`src/rtl/dmem_arbiter.sv`:
```
// Two-port arbiter/sequencer for the single-port byte-addressed data memory.
// Optional misalignment trap enabled by defining DMEM_MISALIGN_TRAP_EN.
module dmem_arbiter #(
    parameter int unsigned STARVE_LIMIT = 4
) (
    input  logic        clk,
    input  logic        rst_n,
    input  logic        r0_req,
    input  logic        r0_we,
    input  logic        r0_half,
    input  logic        r0_byte,
    input  logic        r0_uns,
    input  logic [31:0] r0_addr,
    input  logic [31:0] r0_wdata,
    output logic        r0_gnt,
    output logic        r0_rvalid,
    output logic [31:0] r0_rdata,
    output logic        r0_err,
    input  logic        r1_req,
    input  logic        r1_we,
    input  logic        r1_half,
    input  logic        r1_byte,
    input  logic        r1_uns,
    input  logic [31:0] r1_addr,
    input  logic [31:0] r1_wdata,
    output logic        r1_gnt,
    output logic        r1_rvalid,
    output logic [31:0] r1_rdata,
    output logic        r1_err,
    output logic [31:0] m_addr,
    output logic        m_we,
    output logic        m_re,
    output logic        m_half,
    output logic        m_byte,
    output logic [31:0] m_wdata,
    input  logic [31:0] m_rdata
);

    typedef enum logic [1:0] {
        ST_IDLE   = 2'd0,
        ST_ACCESS = 2'd1,
        ST_RESP   = 2'd2
    } state_t;

    localparam logic [3:0] LP_LIMIT = 4'(STARVE_LIMIT);

    function automatic logic [31:0] f_extend(input logic [31:0] d, input logic half,
                                             input logic byt, input logic uns);
        logic [31:0] res;
        if (half) begin
            res = {{16{~uns & d[15]}}, d[15:0]};
        end else if (byt) begin
            res = {{24{~uns & d[7]}}, d[7:0]};
        end else begin
            res = d;
        end
        return res;
    endfunction

`ifdef DMEM_MISALIGN_TRAP_EN
    function automatic logic f_misaligned(input logic [1:0] a, input logic half,
                                          input logic byt);
        logic bad;
        if (half) begin
            bad = a[0];
        end else if (byt) begin
            bad = 1'b0;
        end else begin
            bad = |a;
        end
        return bad;
    endfunction
`endif

    state_t      r_state;
    state_t      w_state_nxt;
    logic [3:0]  r_starve_cnt;
    logic        r_owner;
    logic        r_we;
    logic        r_uns;
    logic [31:0] r_m_addr;
    logic [31:0] r_m_wdata;
    logic        r_m_half;
    logic        r_m_byte;
    logic        r_m_we;
    logic        r_m_re;
    logic        r_err0;
    logic        r_err1;

    logic        w_idle;
    logic        w_sel1;
    logic        w_gnt0;
    logic        w_gnt1;
    logic        w_any_gnt;
    logic        w_trap;
    logic        w_fwd;
    logic        w_sel_we;
    logic        w_sel_half;
    logic        w_sel_byte;
    logic        w_sel_uns;
    logic [31:0] w_sel_addr;
    logic [31:0] w_sel_wdata;
    logic [31:0] w_ext;
    logic        w_resp;

    // Port 1 wins when port 0 is quiet or has used up its consecutive-grant budget.
    assign w_idle    = (r_state == ST_IDLE);
    assign w_sel1    = r1_req & (~r0_req | (r_starve_cnt == LP_LIMIT));
    assign w_gnt0    = w_idle & r0_req & ~w_sel1;
    assign w_gnt1    = w_idle & w_sel1;
    assign w_any_gnt = w_gnt0 | w_gnt1;

    assign w_sel_we    = w_sel1 ? r1_we    : r0_we;
    assign w_sel_half  = w_sel1 ? r1_half  : r0_half;
    assign w_sel_byte  = w_sel1 ? r1_byte  : r0_byte;
    assign w_sel_uns   = w_sel1 ? r1_uns   : r0_uns;
    assign w_sel_addr  = w_sel1 ? r1_addr  : r0_addr;
    assign w_sel_wdata = w_sel1 ? r1_wdata : r0_wdata;

`ifdef DMEM_MISALIGN_TRAP_EN
    assign w_trap = w_any_gnt & f_misaligned(w_sel_addr[1:0], w_sel_half, w_sel_byte);
`else
    assign w_trap = 1'b0;
`endif
    assign w_fwd = w_any_gnt & ~w_trap;

    // Next-state logic for the transaction sequencer.
    always_comb begin
        w_state_nxt = r_state;
        case (r_state)
            ST_IDLE: begin
                if (w_fwd) begin
                    w_state_nxt = ST_ACCESS;
                end else begin
                    w_state_nxt = ST_IDLE;
                end
            end
            ST_ACCESS: begin
                if (r_we) begin
                    w_state_nxt = ST_IDLE;
                end else begin
                    w_state_nxt = ST_RESP;
                end
            end
            ST_RESP: w_state_nxt = ST_IDLE;
            default: w_state_nxt = ST_IDLE;
        endcase
    end

    // State register.
    always_ff @(posedge clk or negedge rst_n) begin
        if (!rst_n) begin
            r_state <= ST_IDLE;
        end else begin
            r_state <= w_state_nxt;
        end
    end

    // Latch the winner's attributes; address, data and size then hold until the next access.
    always_ff @(posedge clk or negedge rst_n) begin
        if (!rst_n) begin
            r_owner   <= 1'b0;
            r_we      <= 1'b0;
            r_uns     <= 1'b0;
            r_m_addr  <= 32'h0000_0000;
            r_m_wdata <= 32'h0000_0000;
            r_m_half  <= 1'b0;
            r_m_byte  <= 1'b0;
        end else if (w_fwd) begin
            r_owner   <= w_gnt1;
            r_we      <= w_sel_we;
            r_uns     <= w_sel_uns;
            r_m_addr  <= w_sel_addr;
            r_m_wdata <= w_sel_wdata;
            r_m_half  <= w_sel_half;
            r_m_byte  <= w_sel_byte & ~w_sel_half;
        end else begin
            r_owner   <= r_owner;
            r_we      <= r_we;
            r_uns     <= r_uns;
            r_m_addr  <= r_m_addr;
            r_m_wdata <= r_m_wdata;
            r_m_half  <= r_m_half;
            r_m_byte  <= r_m_byte;
        end
    end

    // Memory strobes are high only in the ACCESS cycle following a forwarded grant.
    always_ff @(posedge clk or negedge rst_n) begin
        if (!rst_n) begin
            r_m_we <= 1'b0;
            r_m_re <= 1'b0;
        end else begin
            r_m_we <= w_fwd & w_sel_we;
            r_m_re <= w_fwd & ~w_sel_we;
        end
    end

    // Misalignment error pulses, one cycle after the trapped grant.
    always_ff @(posedge clk or negedge rst_n) begin
        if (!rst_n) begin
            r_err0 <= 1'b0;
            r_err1 <= 1'b0;
        end else begin
            r_err0 <= w_gnt0 & w_trap;
            r_err1 <= w_gnt1 & w_trap;
        end
    end

    // Bounded-wait counter: counts port-0 wins while port 1 is waiting.
    always_ff @(posedge clk or negedge rst_n) begin
        if (!rst_n) begin
            r_starve_cnt <= 4'd0;
        end else if (w_gnt1 || !r1_req) begin
            r_starve_cnt <= 4'd0;
        end else if (w_gnt0 && (r_starve_cnt != LP_LIMIT)) begin
            r_starve_cnt <= r_starve_cnt + 4'd1;
        end else begin
            r_starve_cnt <= r_starve_cnt;
        end
    end

    // Read data is zeroed outside the response cycle so idle ports see 0.
    assign w_resp = (r_state == ST_RESP);
    assign w_ext  = f_extend(m_rdata, r_m_half, r_m_byte, r_uns);

    assign r0_gnt    = w_gnt0;
    assign r1_gnt    = w_gnt1;
    assign r0_rvalid = w_resp & ~r_owner;
    assign r1_rvalid = w_resp & r_owner;
    assign r0_rdata  = (w_resp & ~r_owner) ? w_ext : 32'h0000_0000;
    assign r1_rdata  = (w_resp & r_owner)  ? w_ext : 32'h0000_0000;
    assign r0_err    = r_err0;
    assign r1_err    = r_err1;
    assign m_addr    = r_m_addr;
    assign m_wdata   = r_m_wdata;
    assign m_half    = r_m_half;
    assign m_byte    = r_m_byte;
    assign m_we      = r_m_we;
    assign m_re      = r_m_re;

endmodule
```
`config.mk`:
```
export PLATFORM = sky130hd
export DESIGN_NAME = dmem_arbiter
export DESIGN_NICKNAME = d
export VERILOG_FILES = /design/src/rtl/dmem_arbiter.sv
export SDC_FILE = /design/constraint.sdc
export NUM_CORES = 1
export LEC_CHECK = 0
export BUFFER_PORTS_ARGS = -buffer_cell sky130_fd_sc_hd__clkbuf_2
export CORE_AREA = 2 2 122 124
export DETAILED_ROUTE_END_ITERATION = 10
export DIE_AREA = 0 0 124 126
export PLACE_DENSITY = 0.59
export SLEW_MARGIN = 20
export SYNTH_ARGS = -nofsm -noshare
export SYNTH_HDL_FRONTEND = slang
export SYNTH_SLANG_ARGS = --single-unit
```
`constraint.sdc`:
```
create_clock -name clk -period 3.08 [get_ports clk]
set_input_delay 0.462 -clock clk [delete_from_list [all_inputs] [get_ports clk]]
set_output_delay 0.462 -clock clk [all_outputs]
set_load 0.02 [all_outputs]
```
==> metrics <==
Post-DP HPWL 11,290 um; switch share 0.4501; Vias 4,713; Finished Layout Cells 1,001; Tcrit/Tclk final 0.8695; largest net degree at the start of global routing 78; vias per cell 4.708; Cell Pwr Density 975.8 nW/um2; worst-case clock buffer depth 2; Worst Path Arrival 2.22 ns; Clock Power Share 0.204; Antenna Cells 0; placed cells 985; Post-CTS Resized 0; Routed Antenna Nets 0; Sequential Power Share 0.302; first-pass GRT wire length 22,440 um; vias in the first global route 4,445; Slew Limit Fails 0; chip width 124 um; Final Hold Fails 0; pre-CTS setup slack 0.7467 ns; CP peak stage delay 0.41 ns; Avg Cell Area, Syn 7.734 um2; Synth Cell Area 4060 um2; Setup Buffers After CTS 0; GRT overflow 0; Rel. slew slack 0.4898; layout net count 986; register clock-pin slew on the reported worst setup and hold paths 0.06 ns; Int Pwr 3.279 mW; final wirelength 15,180 um; nature of the critical path startpoint register; post-synthesis sequential area ratio 0.4746; CTS H-Tree Depth 3; Global Route Usage Sum 0.1855; Clock Latency Late Sink 0.34 ns; Hold Buf Count CTS 0; routability cong. 0.7805; Leak 3.279 nW; layout cells sized above 1 0.4174; R2R depth 8; status completed; TritonCTS clock tree built; crit path capture type primary output; worst reg2reg path endpoint m_wdata[15]$_DFFE_PN0N_; Psw 2.684 mW; drt first pass iters 4; IO Pins 310; fmax 373.4 MHz; setup total negative slack 0 ns; die area 15,620 um2; commonest cells after routing, fill and taps aside 306 x clkbuf_2, 176 x a21oi_1, 87 x nor2_1, 77 x dfrtp_1, 69 x nand2_1; Mapped Cells 525; Max Cap Viol 0; filler cell count 1,499; combinational group share of total power 0.494; FP Rows 44; count of cell types in the netlist 36; slowest library cell on the worst path dfrtp_1; DR DRC count 0; initial antenna violation count 1; synth warn 0; flop-to-flop setup slack 0.83 ns; Die Ht 126 um; P&R area growth vs syn 50.51%; Final Critical Period 2.678 ns; Worst-Margin Slew 0.7652 ns; Yosys reg bits 77; Detailed Route Iter0 Violations 200; Clock Skews 0.009041 ns; crit path kind register to primary output; worst hold-check path type primary input to async pin; most common cell after layout, fill and taps aside clkbuf_2; total CTS buffers 9; PortBufs 307; core area 14,310 um2; worst r2r src r_starve_cnt[0]$_DFFE_PN0P_; count of final setup violators 0; CP Max Fanout 16; Max rail drop VDD 0.4460 mV; RSZ-0062 raised after global routing false; Routed WL per cell 15.16 um; Initial Utilization 0.2837; post-route setup slack 0.4021 ns; Critical Path RT 2.62 ns; Root Buffer clkbuf_16; Sink Count 77; crit-path cells nand3b_1, inv_2, nand2_1, a21oi_1, clkbuf_2
==> worst max-delay path: cells and delay by family, from the launching register on <==
kind / cells / cell delay, ns
AND/OR/NAND/NOR: 2 / 0.67
buffers and inverters: 2 / 0.45
flip-flops: 1 / 0.41
AO/OA/AOI/OAI: 1 / 0.34
==> worst max path at each step <==
| stage | startpoint | endpoint | slack [ns] | cells after the start |
|---|---|---|---|---|
| 6_report | r_state[0]$_DFF_PN0_ | r1_rdata[24] | 0.40 | 5 |
| 5_1_grt | r_state[0]$_DFF_PN0_ | r1_rdata[27] | 0.24 | 5 |
| 4_1_cts | r_state[0]$_DFF_PN0_ | r1_rdata[27] | 0.39 | 5 |
| 3_5_place_dp | r_state[0]$_DFF_PN0_ | r1_rdata[27] | 0.75 | 5 |
| 3_3_place_gp | r_state[0]$_DFF_PN0_ | r1_rdata[27] | 0.71 | 5 |
| 2_1_floorplan | m_byte$_DFFE_PN0N_ | r0_rdata[10] | 0.92 | 6 |
==> layer usage <==
metal / share of wire / track usage / vias up
met3: 0.083 / 0.04982 / 20
li1: - / - / 2325
met4: 0.018 / 0.05221 / 2
met2: 0.51 / 0.3394 / 198
met5: 0.00086 / 0 / -
met1: 0.39 / 0.2090 / 2168
==> sequential cells by signal (all words and copies together) (netlist names) <==
register      cells
m_re              1
m_byte            1
r_owner           1
r_state           2
m_we              1
r_starve_cnt      4
r_uns             1
m_wdata          32
m_half            1
r_we              1
m_addr           32
==> power groups by stage <==
stage	logic (mW)	clock network [mW]	registers [mW]
2_1_floorplan	1.39	0	2.31
3_3_place_gp	2.97	0	1.81
3_5_place_dp	2.98	0	1.81
4_1_cts	2.98	1.24	1.80
5_1_grt	3.25	1.29	1.87
6_report	2.95	1.22	1.80
==> cell usage after synthesis <==
library cell,count,area (um2)
inv_1,7,26.28
nand2_2,1,6.260
nor3b_2,1,12.51
a21oi_1,177,885.9
nand3b_1,2,15.01
conb_1,1,3.750
or3b_4,1,11.26
clkbuf_1,24,90.09
nor3b_1,3,22.52
o21ai_0,4,20.02
nand2_1,69,259.0
or3b_1,1,8.760
a31oi_1,1,6.260
o21ai_2,1,8.760
or2_2,1,6.260
nor2_1,87,326.6
buf_4,2,15.01
nand2b_1,18,112.6
a211oi_2,1,12.51
or4_1,1,7.510
and2_1,17,106.4
a221o_1,1,10.01
nor2b_1,1,6.260
ha_1,2,25.02
inv_2,3,11.26
a21o_1,1,7.510
dfrtp_1,77,1927
mux2i_1,1,10.01
buf_2,11,55.05
nor3_1,1,5.000
and3b_1,1,8.760
o21ai_1,1,5.000
a22oi_1,1,7.510
nand4_1,1,6.260
buf_1,2,7.510
nand3_1,1,5.000
==> final cells by class <==
class | instances | area (um2) | share of cell area
multi-input combinational | 400 | 1968 | 0.3221
sequential | 77 | 1927 | 0.3153
tap | 184 | 230.2 | 0.03767
inverter | 10 | 37.54 | 0.006143
clock inverter | 6 | 111.4 | 0.01822
timing repair buffer | 314 | 1608 | 0.2631
clock buffer | 10 | 229.0 | 0.03747
==> per-stage QoR <==
| step | util | hold WS (ns) | power (mW) | cell area, um2 |
|---|---|---|---|---|
| after floorplan | - | 0.1664 | 3.701 | 4064 |
| after global placement | 0.4029 | 0.4221 | 4.773 | 5767 |
| after detailed placement | 0.4029 | 0.4234 | 4.790 | 5767 |
| after CTS | 0.4267 | 0.3224 | 6.027 | 6107 |
| after global routing | 0.4269 | 0.2288 | 6.414 | 6111 |
| final | 0.4269 | 0.1558 | 5.963 | 6111 |
==> cell families after synthesis <==
family	share of synthesized area
adders and majority gates	0.006162
other	0.0009236
and+or+nand+nor	0.2280
AOI/OAI and AO/OA	0.2373
DFF	0.4746
muxes	0.002465
buffers and inverters	0.05054
Note: power is estimated with default switching activity, not from simulation.
